## config.mk

```make
export PLATFORM = sky130hd
export DESIGN_NAME = conv_encode_param
export DESIGN_NICKNAME = d
export VERILOG_FILES = /design/src/rtl/conv_encode_param_pkg.sv /design/src/rtl/conv_encode_param_parity.sv /design/src/rtl/conv_encode_param.sv
export SDC_FILE = /design/constraint.sdc
export NUM_CORES = 1
export LEC_CHECK = 0
export CELL_PAD_IN_SITES_DETAIL_PLACEMENT = 1
export CELL_PAD_IN_SITES_GLOBAL_PLACEMENT = 2
export CORE_MARGIN = 1.5
export CORE_UTILIZATION = 30
export CTS_CLUSTER_SIZE = 12
export DETAILED_ROUTE_END_ITERATION = 10
export PLACE_DENSITY = 0.79
export SLEW_MARGIN = 15
export SYNTH_ARGS = -nofsm -noshare
export SYNTH_HDL_FRONTEND = slang
export SYNTH_SLANG_ARGS = --single-unit
```

## constraint.sdc

```tcl
create_clock -name Clock -period 2.3 [get_ports Clock]
set_input_delay 0.23 -clock Clock [delete_from_list [all_inputs] [get_ports Clock]]
set_output_delay 0.23 -clock Clock [all_outputs]
set_load 0.03 [all_outputs]
```

## src/rtl/conv_encode_param_pkg.sv

```systemverilog
// Shared definitions for the parameterised convolutional encoder:
// constraint-length limits, default generators, FSM state encoding and
// the per-pair transmit masks used by the rate-2/3 puncturing option.
package conv_encode_param_pkg;

  // Legal constraint-length range and defaults
  localparam int K_MIN     = 3;
  localparam int K_MAX     = 9;
  localparam int K_DEFAULT = 9;

  localparam int FRAME_LEN_MIN     = 1;
  localparam int FRAME_LEN_MAX     = 65535;
  localparam int FRAME_LEN_DEFAULT = 64;

  // Default generator polynomials; bit 0 taps the newest input bit
  localparam logic [K_MAX-1:0] POLY_A_DEFAULT = 9'b111101011;
  localparam logic [K_MAX-1:0] POLY_B_DEFAULT = 9'b101110001;

  // Encoder frame states
  typedef enum logic [1:0] {
    IDLE = 2'd0,
    DATA = 2'd1,
    TAIL = 2'd2
  } conv_state_t;

  // Transmit masks {A,B}: phase 0 sends both bits, phase 1 drops B
  localparam logic [1:0] MASK_FULL  = 2'b11;
  localparam logic [1:0] MASK_PUNCT = 2'b10;

endpackage : conv_encode_param_pkg

```

## src/rtl/conv_encode_param_parity.sv

```systemverilog
// conv_parity_core: purely combinational parity generator. Given the
// K-bit step vector v = {ShReg, bit} and the two generators it returns
// {A,B} where each output is the XOR of the tapped vector bits.
module conv_parity_core #(
  parameter int K = 9
) (
  input  logic [K-1:0] v,
  input  logic [K-1:0] poly_a,
  input  logic [K-1:0] poly_b,
  output logic [1:0]   ab
);

  logic [K-1:0] taps_a;
  logic [K-1:0] taps_b;

  // One AND per tap position; the XOR trees below fold them into A and B
  generate
    for (genvar gi = 0; gi < K; gi++) begin : g_tap
      assign taps_a[gi] = v[gi] & poly_a[gi];
      assign taps_b[gi] = v[gi] & poly_b[gi];
    end
  endgenerate

  assign ab = {^taps_a, ^taps_b};

endmodule : conv_parity_core

```

## src/rtl/conv_encode_param.sv

```systemverilog
// conv_encode_param: rate-1/2 feed-forward convolutional encoder with a
// valid/ready input, a one-deep registered output and automatic K-1 zero
// tail steps per frame so the shift register returns to zero.
// Optional feature macro: CONV_PUNCT_EN (rate-2/3 puncturing through Y_mask).
module conv_encode_param
  import conv_encode_param_pkg::*;
#(
  parameter int               K         = K_DEFAULT,
  parameter logic [K_MAX-1:0] POLY_A    = POLY_A_DEFAULT,
  parameter logic [K_MAX-1:0] POLY_B    = POLY_B_DEFAULT,
  parameter int               FRAME_LEN = FRAME_LEN_DEFAULT
) (
  input  logic         Clock,
  input  logic         Reset,
  input  logic         X,
  input  logic         X_valid,
  output logic         X_ready,
  output logic [1:0]   Y,
  output logic         Y_valid,
  input  logic         Y_ready,
  output logic [1:0]   Y_mask,
  output logic         Y_last,
  output logic [K-2:0] ShReg
);

  localparam int CNT_W  = $clog2(FRAME_LEN + 1);
  localparam int TAIL_W = $clog2(K);

  localparam logic [CNT_W-1:0]  FRAME_LAST = CNT_W'(FRAME_LEN - 1);
  localparam logic [CNT_W-1:0]  CNT_ONE    = CNT_W'(1);
  localparam logic [TAIL_W-1:0] TAIL_LAST  = TAIL_W'(K - 2);
  localparam logic [TAIL_W-1:0] TAIL_ONE   = TAIL_W'(1);

  // Reject illegal parameterisations at elaboration time
  generate
    if (K < K_MIN || K > K_MAX) begin : g_bad_k
      $error("conv_encode_param: K must lie in 3..9");
    end
    if (FRAME_LEN < FRAME_LEN_MIN || FRAME_LEN > FRAME_LEN_MAX) begin : g_bad_len
      $error("conv_encode_param: FRAME_LEN must lie in 1..65535");
    end
  endgenerate

  conv_state_t       state_q, state_d;
  logic [K-2:0]      sh_q, sh_d;
  logic [1:0]        y_q, y_d;
  logic              y_valid_q, y_valid_d;
  logic [1:0]        y_mask_q, y_mask_d;
  logic              y_last_q, y_last_d;
  logic [CNT_W-1:0]  frame_cnt_q, frame_cnt_d;
  logic [TAIL_W-1:0] tail_cnt_q, tail_cnt_d;

  logic         out_free;
  logic         x_ready_int;
  logic         accept;
  logic         tail_step;
  logic         step;
  logic         step_bit;
  logic [K-1:0] step_vec;
  logic [1:0]   parity_ab;
  logic [1:0]   step_mask;

  // Handshake: the output register can be (re)loaded when empty or being drained
  always_comb begin
    out_free    = !y_valid_q || Y_ready;
    x_ready_int = !Reset && (state_q != TAIL) && out_free;
    accept      = X_valid && x_ready_int;
    tail_step   = (state_q == TAIL) && out_free;
    step        = accept || tail_step;
    step_bit    = (state_q == TAIL) ? 1'b0 : X;
    step_vec    = {sh_q, step_bit};
  end

  conv_parity_core #(
    .K (K)
  ) u_parity (
    .v      (step_vec),
    .poly_a (POLY_A[K-1:0]),
    .poly_b (POLY_B[K-1:0]),
    .ab     (parity_ab)
  );

`ifdef CONV_PUNCT_EN
  logic phase_q, phase_d;
  logic step_phase;

  // Puncture phase: every frame starts on phase 0 and flips on each step
  always_comb begin
    step_phase = (state_q == IDLE) ? 1'b0 : phase_q;
    step_mask  = step_phase ? MASK_PUNCT : MASK_FULL;
    phase_d    = phase_q;
    if (step) begin
      phase_d = ~step_phase;
    end
  end

  // Puncture phase register
  always_ff @(posedge Clock) begin
    if (Reset) begin
      phase_q <= 1'b0;
    end else begin
      phase_q <= phase_d;
    end
  end
`else
  // Rate 1/2: every pair carries both coded bits
  always_comb begin
    step_mask = MASK_FULL;
  end
`endif

  // Next-state: encoder step, output register hold/drain, frame and tail counting
  always_comb begin
    state_d     = state_q;
    sh_d        = sh_q;
    y_d         = y_q;
    y_valid_d   = y_valid_q;
    y_mask_d    = y_mask_q;
    y_last_d    = y_last_q;
    frame_cnt_d = frame_cnt_q;
    tail_cnt_d  = tail_cnt_q;

    if (step) begin
      y_d       = parity_ab;
      y_valid_d = 1'b1;
      y_mask_d  = step_mask;
      y_last_d  = 1'b0;
      sh_d      = step_vec[K-2:0];
    end else if (Y_ready) begin
      y_valid_d = 1'b0;
      y_last_d  = 1'b0;
    end

    case (state_q)
      IDLE, DATA: begin
        if (accept) begin
          if (frame_cnt_q == FRAME_LAST) begin
            state_d     = TAIL;
            frame_cnt_d = '0;
          end else begin
            state_d     = DATA;
            frame_cnt_d = frame_cnt_q + CNT_ONE;
          end
        end
      end
      TAIL: begin
        // The final zero step loads the last pair; input reopens right after it
        if (tail_step) begin
          if (tail_cnt_q == TAIL_LAST) begin
            y_last_d   = 1'b1;
            state_d    = IDLE;
            tail_cnt_d = '0;
          end else begin
            tail_cnt_d = tail_cnt_q + TAIL_ONE;
          end
        end
      end
      default: begin
        state_d = IDLE;
      end
    endcase
  end

  // State registers with synchronous reset; reset discards any pending pair
  always_ff @(posedge Clock) begin
    if (Reset) begin
      state_q     <= IDLE;
      sh_q        <= '0;
      y_q         <= '0;
      y_valid_q   <= 1'b0;
      y_mask_q    <= '0;
      y_last_q    <= 1'b0;
      frame_cnt_q <= '0;
      tail_cnt_q  <= '0;
    end else begin
      state_q     <= state_d;
      sh_q        <= sh_d;
      y_q         <= y_d;
      y_valid_q   <= y_valid_d;
      y_mask_q    <= y_mask_d;
      y_last_q    <= y_last_d;
      frame_cnt_q <= frame_cnt_d;
      tail_cnt_q  <= tail_cnt_d;
    end
  end

  assign X_ready = x_ready_int;
  assign Y       = y_q;
  assign Y_valid = y_valid_q;
  assign Y_mask  = y_mask_q;
  assign Y_last  = y_last_q;
  assign ShReg   = sh_q;

endmodule : conv_encode_param
```

# Word level (Yosys, flattened, before mapping)
# Cells that the tools add are included.
# W data, S select, Z words.
[op_classes]
add_sub_neg = 2
n_mul = 0
div = 0
magnitude_cmp = 0
n_eq_ne = 8
n_shift = 0
muxes = 15
bitwise = 0
reduce_logical = 16
[ops]
columns = ["cell", "count"]
rows = [
  ["$reduce_xor A9 Y1", 2],
  ["$mux W1", 8],
  ["$mux W2", 4],
  ["$add A7 B1 Y7 const B", 1],
  ["$eq A7 B6 Y1 const B", 1],
  ["$mux W7", 1],
  ["$ne A2 B2 Y1 const B", 3],
  ["$add A4 B1 Y4 const B", 1],
  ["$eq A4 B3 Y1 const B", 1],
  ["$logic_and A1 B1 Y1", 4],
  ["$mux W4", 1],
  ["$pmux W2 S2", 1],
  ["$reduce_and A2 Y1", 2],
  ["$reduce_and A3 Y1", 1],
  ["$eq A2 B1 Y1 const B", 1],
  ["$eq A2 B2 Y1 const B", 1],
  ["$logic_not A1 Y1", 2],
  ["$logic_not A2 Y1", 1],
  ["$logic_or A1 B1 Y1", 2],
  ["$ne A2 B1 Y1 const B", 1],
  ["$reduce_bool A2 Y1", 1],
  ["$reduce_or A2 Y1", 1],
]
[word_totals]
register_bits = 26
latch_bits = 0
ram_bits = 0
rom_bits = 0
in_bits = 5
output_inout_bits = 15
wordCells = 49
memories = 0

# Longest topological paths before layout
# Gate-level depths: netlist (run 1).
[logic_depth]
ltp_word = 9
depth_mapped = 6
depth_no_buf = 5

# Modules after synthesis
# A second synthesis (run 1) with hierarchy kept.
[unflattened]
cells_unflattened = 155
area_unflattened_um2 = 1378.8
[by_module_without_submodules]
columns = ["module", "instances", "cells_each", "area_per_inst_um2", "seq_area_each_um2"]
rows = [
  ["conv_encode_param", 1, 123, 1141.1, 520.5],
  ["conv_parity_core", 1, 32, 237.7, 0.0],
]

# Worst setup path before layout (run 1)
# Ideal clock, no wire load.
[synth_path]
path_kind = "register to register"
from = "reg sh_q[4], in the netlist ShReg[4]"
to = "reg y_q[1], in the netlist Y[1]"
setup_time_ns = 0.134
t_arrival_ns = 1.463
required_time_ns = 2.166
slack_ns = 0.703
path_stages_with_launch = 5
path_buffers = 0
synth_period_minus_slack_ns = 1.597
cell_sequence = "dfxtp_1 -> xnor3_1 -> and3_1 -> o2111ai_1 -> o311ai_1"
[synth_via]
elab_chain_len = 1
[synth_rtl]
columns = ["item", "line_no", "source"]
rows = [
  ["from (decl)", "conv_encode_param.sv:45", "logic [K-2:0] sh_q, sh_d;"],
  ["from (signal assigned)", "conv_encode_param.sv:168", "sh_q <= '0;"],
  ["from (signal assigned)", "conv_encode_param.sv:177", "sh_q <= sh_d;"],
  ["$reduce_xor A9 Y1", "conv_encode_param_parity.sv:24", "assign ab = {^taps_a, ^taps_b};"],
  ["to (signal assigned)", "conv_encode_param.sv:178", "y_q <= y_d;"],
  ["to (decl)", "conv_encode_param.sv:46", "logic [1:0] y_q, y_d;"],
]
# No other way between the ends.
# A chain may end at the register's enable or synchronous reset.

# Worst setup path in the final report (run 1)
[layout_path]
from = "in Y_ready"
to = "reg tail_cnt_q[3]"
[layout_via]
elab_chain_len = 3
[layout_rtl]
columns = ["item", "line_no", "source"]
rows = [
  ["from (decl)", "conv_encode_param.sv:20", "input logic Y_ready,"],
  ["$logic_or A1 B1 Y1", "conv_encode_param.sv:65", "out_free = !y_valid_q || Y_ready;"],
  ["$logic_and A1 B1 Y1", "conv_encode_param.sv:68", "tail_step = (state_q == TAIL) && out_free;"],
  ["$reduce_and A2 Y1 (no line)", "-", ""],
  ["to (signal assigned)", "conv_encode_param.sv:183", "tail_cnt_q <= tail_cnt_d;"],
  ["to (decl)", "conv_encode_param.sv:51", "logic [TAIL_W-1:0] tail_cnt_q, tail_cnt_d;"],
]
# No other way between the ends.

==> reports/metrics.csv, run 1 <==
metric,value,unit
setup_viol,0,
num_io_pins,20,
end_kind,register,
post-synth-top-area-fraction,0.436,
grt_max_degree,27,
place_ws,0.363,ns
grt_pass1_vias,1018,
fp.dieH,66.1,µm
place_congestion,0.719,
synthCells,140,
fin_setup_tns,0,ns
worstHoldPathCells,1,
yosys_warnings,0,
syn_to_final_growth,23.2,%
slew_viol_final,0,
initial_utilization,0.319,
core-area,3740,µm²
hp-class,reg2reg,
antenna_found_initial,0,
synth_edf_count,0,
firstDrtPassIters,4,
die_w,66.1,µm
rr_worst_depth,5,
required,2.50,ns
yosys-top-cells-area,"dfxtp_1 44%, a21oi_1 8.4%, nand2_1 7.2%, nand3_1 3.8%, or3_1 2.6%",
vias,1047,
post-route-period-util,0.715,
ctsResizeCount,0,
synthAdderAreaFrac,0.0210,
grtUsageTotal,0.143,
synth_compound_area_frac,0.175,
hold_viol,0,
setup_ws,0.656,ns
ys_seq_area_frac,0.436,
min_period,1.64,ns
p_leak,0.497,nW
start_kind,input pin,
arrival,1.85,ns
numPortBuffers,19,
cts_buffers,3,
grt_pass1_wl,4780,µm
syn_area,1190,µm²
nets,166,
synthFlopType,dfxtp_1,
dpl.hpwl,2020,µm
cts.clk_slew.worst_paths,0.09,ns
p_per_area,582,nW/µm²
ant_nets,0,
clock_latency,0.27,ns
hold_slack,0.473,ns
max_freq,608,MHz
wl,2730,µm
root_buffer,clkbuf_8,
synth_top_family_by_area,simple AND/OR/NAND/NOR gates,
clockBufferDepth,2,
n_fill_cell,453,
synth.largest_area_cell,dfxtp_1,
multi_input_area,621,µm²
synth.distinct_cells,40,
synth_commonest_cells,"26 x dfxtp_1, 23 x nand2_1, 20 x a21oi_1, 9 x nand3_1, 7 x nor2_1",
maxSlewHeadroom,0.691,
num_rows,22,
wl_per_cell,13.3,µm
synth-seq-cells,26,
fin_cells,206,
antenna_cells,0,
crit_type,in2reg,
holdBufCountCts,0,
drt_iter0_drc,38,
dpl.cell_count,202,
overflow,0,
outcome,finished clean,
peakVddDrop,303,µV
path_max_fanout,13,
synth_simple_gate_area_share,0.267,
dieArea,4370,µm²
synth.area.mux_share,0.00839,
htree_num_levels,1,
cts_tree,yes,
drc,0,
layout-drive-gt1-share,0.0759,
rsz0062_at_grt,false,
synth_area_per_cell,8.53,µm²
cts_setup_buffers,0,
cts_num_sinks,26,
worstMarginPinSlew,0.459,ns
async_flop_share,0,
fin_worst_skew,0.00566,ns
synth.net_count,147,
drv_cap,0,
viasPerCell,5.08,
synth-xor-area-share,0.0482,
yosysMostFrequentCell,dfxtp_1,
register_area,520,µm²
-- state kept, by name, indices dropped and copies added (netlist names) --
register / count
Y_mask: 1
frame_cnt_q: 7
Y_valid: 1
ShReg: 8
state_q: 2
tail_cnt_q: 4
Y_last: 1
Y: 2
-- worst paths after layout --
path | slack, ns | startpoint | endpoint
max | 0.66 | Y_ready | tail_cnt_q[3]
max reg2reg | 0.70 | state_q[1] | tail_cnt_q[3]
min | 0.47 | frame_cnt_q[6] | frame_cnt_q[6]
min reg2reg | 0.47 | frame_cnt_q[6] | frame_cnt_q[6]
-- critical path: stages --
cell	delay (ns)
clkdlybuf4s50_1	0.48
nand2b_2	0.29
nand2_2	0.13
or4_1	0.53
a21oi_1	0.18
-- where the power goes --
group          internal (mW)  switching, mW  leakage, nW
combinational         0.0353         0.0526        0.257
sequential             0.459        0.00748        0.211
clock                  0.153          0.149       0.0288
total                  0.647          0.209        0.497
-- kinds of logic (layout without fill, tap and decap cells) --
kind of cell | after synthesis | in the layout
multiplexers | 1 | 1
XOR/XNOR | 5 | 5
AND/OR/NAND/NOR | 62 | 62
buffers and inverters | 9 | 27
flip-flops | 26 | 26
adder cells (fa/ha/maj) | 2 | 2
AO/OA/AOI/OAI | 35 | 35
-- area by class of cell --
| class | count | share of cell area |
|---|---|---|
| clock buffer | 4 | 0.0374 |
| tap | 48 | 0.0409 |
| timing repair buffer | 22 | 0.143 |
| sequential | 26 | 0.354 |
| inverter | 1 | 0.00255 |
| multi-input combinational | 105 | 0.422 |
-- metal layers --
layer | vias to the layer above | global-route usage | share of wire
met4 | 0 | 0.0536 | 0.014
met2 | 12 | 0.239 | 0.49
li1 | 529 | - | -
met1 | 501 | 0.177 | 0.46
met3 | 5 | 0.0358 | 0.030
met5 | - | 0 | 0
-- metrics by stage --
step / area, µm² / total power [mW] / utilization
after floorplan: 1190 / 0.534 / -
after global placement: 1420 / 0.564 / 0.378
after detailed placement: 1420 / 0.566 / 0.378
after CTS: 1470 / 0.871 / 0.393
after global routing: 1470 / 0.896 / 0.393
final: 1470 / 0.856 / 0.393
-- cell usage in the layout, fill, tap and decap left out --
master	netlist	final
a21oi_1	20	20
mux2i_1	1	1
o211ai_1	1	1
o2111ai_1	1	1
nor3_1	2	2
clkbuf_8	0	4
and3_1	1	1
nor2b_1	2	2
xnor2_1	1	1
o21ai_0	3	3
nand4_1	2	2
a2bb2oi_1	1	1
o21ai_1	1	1
nand3b_1	1	1
clkdlybuf4s50_1	0	18
nor2_1	7	7
or3_1	5	5
o21a_1	2	2
nand2b_1	1	1
or4_1	2	2
o311ai_1	2	2
and2b_1	1	1
nand3_4	1	1
a31oi_1	1	1
and2_1	1	1
nand3_1	9	9
nand2_1	23	23
o31ai_1	2	2
or2b_1	1	1
dfxtp_1	26	26
ha_1	2	2
xor2_1	3	3
o311a_1	1	1
xnor3_1	1	1
nand2_2	1	1
nand2b_2	1	1
nor2_2	1	1
buf_4	2	4
inv_1	1	1
(Power assumes the default switching activity.)
==> inputs of run 2 (changes only) <==
==> constraint.sdc (replaced) <==
create_clock -name Clock -period 1.6 [get_ports Clock]
set_input_delay 0.16 -clock Clock [delete_from_list [all_inputs] [get_ports Clock]]
set_output_delay 0.16 -clock Clock [all_outputs]
set_load 0.03 [all_outputs]
==> run 2 against run 1 <==
Effect of this change: wire length increased by 11%; global-route usage increased by 0.76 points; core utilization increased by 3.1 points; critical path depth decreased by 4; clock skew about the same; hold slack improved by 0.011 ns; total power increased by 45%; die area unchanged; clock-buffer cell count unchanged; largest power group unchanged; flip-flop and latch count unchanged; combinational power increased by 70%.
==> reports/metrics.csv, run 2 (synthesized netlist as in run 1, its figures left out) <==
metric,value,unit
endpoint,ShReg[0],
wl_met1,1290,µm
cts_tree,yes,
reg2reg_to,Y[0],
p_total,1.24,mW
num_rows,22,
die_w,66.1,µm
holdBufCountCts,0,
grt_max_degree,19,
place_ws,-0.147,ns
end_kind,primary output,
critPathLaunch,ShReg[0],
grtUsageTotal,0.150,
path_delay_family,buffers and inverters,
crit_type,reg2out,
drc,0,
hp-class,reg2reg,
mostFrequentLayoutCells,"26 x dfxtp_1, 23 x nand2_1, 20 x a21oi_1, 18 x buf_4, 17 x clkdlybuf4s50_1",
stdcell_area,1590,µm²
rsz0062_at_grt,false,
viasPerCell,5.05,
worstMarginPinSlew,0.334,ns
wl_per_cell,13.7,µm
vias,1111,
maxSlewHeadroom,0.777,
overflow,0,
p_leak,0.581,nW
hold_viol,0,
maxUsedRoutingLayer,met4,
rr_worst_depth,4,
wl,3020,µm
firstDrtPassIters,4,
fp.dieH,66.1,µm
numPortBuffers,19,
p_per_area,782,nW/µm²
layout_commonest_cell,dfxtp_1,
ant_nets,0,
dpl.hpwl,2370,µm
wl_met2,1640,µm
syn_to_final_growth,32.8,%
core-area,3740,µm²
n_fill_cell,470,
cts_buffers,3,
start_kind,register,
drv_cap,0,
ff2ff_setup_slack,0.10,ns
antenna_cells,0,
slowest_delay,0.70,ns
placed_area,1520,µm²
path_buf_inv,1,
r2r_start,ShReg[4],
grt_pass1_wl,5090,µm
max_freq,659,MHz
root_buffer,clkbuf_8,
worst_path_max_delay_cell,clkdlybuf4s50_1,
place_congestion,0.703,
post-route-period-util,0.948,
nets,180,
grt_pass1_vias,1168,
antenna_found_initial,0,
num_io_pins,20,
path_max_fanout,4,
arrival,1.36,ns
initial_utilization,0.319,
outcome,finished clean,
setup_ws,0.0825,ns
layout-drive-gt1-share,0.163,
cts_num_sinks,26,
drt_iter0_drc,14,
path_cells,clkdlybuf4s50_1,
peakVddDrop,333,µV
setup_viol,0,
clockBufferDepth,2,
wl_met3,65,µm
required,1.44,ns
path_depth,1,
htree_num_levels,1,
min_period,1.52,ns
fin_worst_skew,0.00580,ns
clock_latency,0.27,ns
cts.clk_slew.worst_paths,0.08,ns
dieArea,4370,µm²
largest_reg_flops,8,
slew_viol_final,0,
run 2: worst min path at each step:
stage / from / endpoint / cells past startpoint
finish: ShReg[1] / ShReg[1] / 2
CTS: ShReg[1] / ShReg[1] / 2
detailed placement: ShReg[1] / ShReg[1] / 2
global route: frame_cnt_q[6] / frame_cnt_q[6] / 1
global placement: frame_cnt_q[6] / frame_cnt_q[6] / 1
floorplan: X / ShReg[0] / 2
run 2: where the power goes:
| part | internal (mW) | total (mW) | switching, mW |
|---|---|---|---|
| registers | 0.659 | 0.671 | 0.0117 |
| logic | 0.0660 | 0.149 | 0.0829 |
| clock network | 0.220 | 0.420 | 0.200 |
| total | 0.945 | 1.24 | 0.294 |
run 2: per-layer routing:
metal	vias up	GRT usage
met1	537	0.162
li1	557	-
met4	0	0.0536
met5	-	0
met3	4	0.0204
met2	13	0.294
run 2: stage by stage:
| step | hold WS [ns] | instances | util | setup TNS [ns] |
|---|---|---|---|---|
| floorplan | 0.314 | 140 | - | 0 |
| global placement | 0.451 | 216 | 0.406 | -0.283 |
| detailed placement | 0.470 | 216 | 0.406 | -0.829 |
| CTS | 0.482 | 220 | 0.421 | 0 |
| global route | 0.506 | 220 | 0.423 | 0 |
| finish | 0.484 | 220 | 0.423 | 0 |
run 2: timing repair:
action / CTS / global route
gates resized for setup: 1 / 2
setup endpoints to repair: 2 / 2
buffers inserted: 0 / 0
run 2: area by class of cell:
type                    instances  area, µm²  share of cell area
multi-input cells             105        628               0.396
flip-flops and latches         26        520               0.328
repair buffers                 36        318               0.200
well taps                      48       60.1              0.0379
clock buffers                   4       55.1              0.0347
inverters                       1       3.75             0.00237
